===== src/rtl/pc_stack_unit.sv =====
// Program-counter unit with increment, relative branch, absolute jump and
// call/return through a small return-address stack with a sticky fault flag.
module pc_stack_unit #(
   parameter int WIDTH        = 6,
   parameter int RESET_VECTOR = 32,
   parameter int OFFSET_WIDTH = 6,
   parameter int STACK_DEPTH  = 4
) (
   input  logic                               clock,
   input  logic                               reset,
   input  logic                               run,
   input  logic [2:0]                         op,
   input  logic [OFFSET_WIDTH-1:0]            offset,
   input  logic [WIDTH-1:0]                   target,
   output logic [WIDTH-1:0]                   pc,
   output logic [$clog2(STACK_DEPTH+1)-1:0]   sp,
   output logic                               stack_full,
   output logic                               stack_empty,
   output logic                               fault
);

   localparam int SPW  = $clog2(STACK_DEPTH + 1);
   localparam int IDXW = (STACK_DEPTH > 1) ? $clog2(STACK_DEPTH) : 1;

   typedef enum logic [2:0] {
      OP_HOLD   = 3'd0,
      OP_INC    = 3'd1,
      OP_BRANCH = 3'd2,
      OP_JUMP   = 3'd3,
      OP_CALL   = 3'd4,
      OP_RET    = 3'd5
   } op_e;

   logic [WIDTH-1:0] stack [STACK_DEPTH];
   logic [WIDTH-1:0] pc_inc;
   logic [WIDTH-1:0] offset_ext;
   logic [SPW-1:0]   sp_dec;
   logic [IDXW-1:0]  wr_idx;
   logic [IDXW-1:0]  rd_idx;
   logic             push;

   assign pc_inc      = pc + WIDTH'(1);
   assign offset_ext  = WIDTH'($signed(offset));
   assign sp_dec      = sp - SPW'(1);
   assign wr_idx      = sp[IDXW-1:0];
   assign rd_idx      = sp_dec[IDXW-1:0];
   assign stack_full  = (sp == SPW'(STACK_DEPTH));
   assign stack_empty = (sp == '0);
   assign push        = !reset && run && !fault && (op == OP_CALL) && !stack_full;

   // A raised fault halts everything until reset, so the advance gate covers it.
   always_ff @(posedge clock) begin
      if (reset) begin
         pc    <= WIDTH'(RESET_VECTOR);
         sp    <= '0;
         fault <= 1'b0;
      end else if (run && !fault) begin
         // NOTE: sequential state uses non-blocking assignments so every
         // register samples the pre-edge values of pc and sp.
         case (op)
            OP_INC:    pc <= pc_inc;
            OP_BRANCH: pc <= pc_inc + offset_ext;
            OP_JUMP:   pc <= target;
            OP_CALL: begin
               if (stack_full) begin
                  fault <= 1'b1;
               end else begin
                  sp <= sp + SPW'(1);
                  pc <= target;
               end
            end
            OP_RET: begin
               if (stack_empty) begin
                  fault <= 1'b1;
               end else begin
                  sp <= sp_dec;
                  pc <= stack[rd_idx];
               end
            end
            default: ;
         endcase
      end
   end

   // NOTE: the stack array is deliberately not reset; sp == 0 after reset
   // means no stale entry can ever be read.
   always_ff @(posedge clock) begin
      if (push) stack[wr_idx] <= pc_inc;
   end

endmodule


===== config.mk =====
export PLATFORM = sky130hd
export DESIGN_NAME = pc_stack_unit
export DESIGN_NICKNAME = d
export VERILOG_FILES = /design/src/rtl/pc_stack_unit.sv
export SDC_FILE = /design/constraint.sdc
export NUM_CORES = 1
export LEC_CHECK = 0
export BUFFER_PORTS_ARGS = -buffer_cell sky130_fd_sc_hd__buf_2
export CAP_MARGIN = 0
export CORE_MARGIN = 4
export CORE_UTILIZATION = 51
export DETAILED_ROUTE_END_ITERATION = 8
export GPL_ROUTABILITY_DRIVEN = 0
export PLACE_DENSITY = 0.72
export SYNTH_ARGS = -nofsm -noshare
export SYNTH_HDL_FRONTEND = slang
export SYNTH_SLANG_ARGS = --single-unit

===== constraint.sdc =====
create_clock -name clock -period 2.33 [get_ports clock]
set_input_delay 0.1165 -clock clock [delete_from_list [all_inputs] [get_ports clock]]
set_output_delay 0.1165 -clock clock [all_outputs]
set_load 0.02 [all_outputs]

==> flow_summary.ini <==
[final_layout]
areaGrowthSynthToFinish_pct = 25.1
diodes = 0
final-seq-area_um2 = 930
multi_input_comb_area_um2 = 1130
drive_gt1_share_pct = 33.3
fin_cells = 270
nFillCells = 296
nNetsFinal = 253

[worst_setup_path]
crit_required_ns = 2.54
r2r_slack_ns = 0.007
endpoint_kind = register
crit_path_start_kind = register
path_max_fanout = 4
path_class = reg2reg
cp.arrival_ns = 2.53

[floorplan]
dieArea_um2 = 5030
fp-row-count = 22
die_w_um = 70.9
io_pins = 30
core_area_um2 = 3740
die_h_um = 70.9
initial_core_util_pct = 53.9

[worst_hold_path]
hold_class = in2reg

[global_routing]
overflow = 0
grt_antenna_before_repair = 0
grt_pass1_wl_mm = 8.20
grt_pass1_vias = 1660
grt_usage_pct = 21.2
grt_max_degree = 18

[clock_network]
cts_buffer_depth = 2
cts_tree = done
path_clk_slew_ns = 0.07
cts_root_buf = clkbuf_8
cts_sinks = 34
worstSkewPairLatency_ns = 0.29
htree_num_levels = 2
cts_made_buffers = 5
cts_hold_buffers = 0

[place]
io_buffers = 29
place_hpwl_mm = 3.67
dp.cells = 261

[pwr]
p_leak_nw = 0.994
peakVddDrop_mv = 0.458
power_density_nw_per_um2 = 648

[logic_synthesis]
syn_inst = 181
synth_enable_flop_cells = 24
synth_cell_type_count = 50
syn_area_um2 = 2020
yosys-top-cells-area = edfxtp_1 (36%), dfxtp_1 (9.9%), ha_1 (8.1%), mux4_2 (6.7%), nor2_1 (3.3%)
yosys_warnings = 0
synthFlopType = edfxtp_1
yosysTopAreaCell = edfxtp_1
synth.top_cell.area_share_pct = 35.7
async_reset_ff_share_pct = 0
postSynthAreaPerCell_um2 = 11.2
ys_ff_latch = 34
synth_fp_nets = 213
synth.yosys.seq_area_share_pct = 45.6

[timing]
fin_setup_tns_ns = 0
tightest_slew_ns = 0.621
min_period_over_period_pct = 99.7
fmax_mhz = 431
setup_violations = 0
hold_ws_ns = 0.141
final_max_slew_viol_count = 0
relSlewSlack_pct = 58.6
min_period_ns = 2.32
hold_viol_final = 0
skew_ns = 0.00608
rsz0062_at_grt = true

[outcome]
status = finished clean

[route]
vias_per_cell = 6.07
drc = 0
drt_first_iter_violations = 164
ant_nets = 0
wl_per_cell_um = 18.4
route.final.wire_length_mm = 4.98
dr.pass1.iters = 4
vias = 1640

[flow_run]
cap_violations = 0
where the power goes:
part / leakage, nW / switching, mW / internal [mW]
clock network: 0.0683 / 0.229 / 0.429
logic: 0.624 / 0.171 / 0.134
registers: 0.302 / 0.0141 / 0.662
synthesized netlist by cell type (2+ instances only):
cell       n
edfxtp_1  24
nor2_1    18
ha_1      13
dfxtp_1   10
nand2_1   10
inv_1      9
a21oi_1    7
mux4_2     6
xnor2_1    6
and2_1     5
clkbuf_1   5
nand3_1    5
a211oi_1   4
a22oi_1    4
o21ai_0    4
a21o_1     3
a221oi_1   3
nand2b_1   3
nor2b_1    3
xor2_1     3
a311oi_1   2
mux2i_1    2
nor3_1     2
nor3b_1    2
nor4b_1    2
o21ai_1    2
registers in the layout, indices dropped and copies added, names as in the netlist:
register,flops
sp,3
pc,6
fault,1
stack,24
metrics by stage:
step           worst slack (ns)  instance area (um2)  utilization, %  total power [mW]
2_1_floorplan           0.00382                 2100               -             0.879
3_5_place_dp             0.0189                 2350            62.7             0.979
3_3_place_gp             0.0391                 2350            62.7             0.969
4_1_cts                0.000602                 2490            66.6              1.64
6_report                0.00741                 2530            67.5              1.64
5_1_grt                 -0.0440                 2530            67.5              1.71
worst max-delay path, cell delays in order, from the launching register on:
cell,delay [ns]
dfxtp_4,0.36
ha_4,0.18
xor2_4,0.22
ha_4,0.23
and3_4,0.15
or4b_1,0.50
nand3_1,0.10
mux2_2,0.33
a32oi_1,0.17
logic make-up after synthesis:
group | count (synthesis) | share of synthesized area [%]
XOR/XNOR | 9 | 3.90
AO/OA/AOI/OAI | 39 | 13.8
multiplexers | 10 | 8.80
adder cells (fa/ha/maj) | 14 | 9.05
flip-flops | 34 | 45.6
AND/OR/NAND/NOR | 58 | 15.2
buffers and inverters | 17 | 3.59
final timing paths:
check,endpoint,from,cells after the start
setup / recovery,pc[5],pc[1],8
hold / removal,fault,run,3
setup reg to reg,pc[5],pc[1],8
hold reg to reg,fault,fault,2
layout make-up:
cell class                 instances  share of cell area, %
clock inverter                     3                   2.72
tap                               48                   2.38
multi-input combinational        130                   44.7
inverter                           9                   1.34
sequential                        34                   36.8
clock buffer                       5                   2.72
timing repair buffer              41                   9.31
repair_timing:
item,4_1_cts,5_1_grt
pin swaps,2,2
hold endpoints to repair,0,0
gates cloned,0,0
resized for setup,1,6
setup buffers,1,0
endpoints found under the setup margin,1,3
per-layer routing:
metal	up-vias	share of wire, %	global-route usage (%)
li1	765	-	-
met1	805	40	25.3
met2	62	52	35.7
met4	0	1.7	7.93
met5	-	0	0
met3	8	6.7	6.68
cells in the final DEF (no fill, tap or decap), types with 4 or more instances in the layout:
master    Yosys  routed
a22oi_1       4       4
a21oi_1       7       7
mux4_2        6       6
xnor2_1       6       4
and2_1        5       5
a211oi_1      4       4
edfxtp_1     24      24
buf_4         0      12
nand3_1       5       5
clkbuf_8      0       5
nand2_1      10      10
nor2_1       18      18
dfxtp_1      10       7
o21ai_0       4       4
buf_2         1      29
inv_1         9       9
ha_1         13       9
Power figures use the tool's default switching activity.
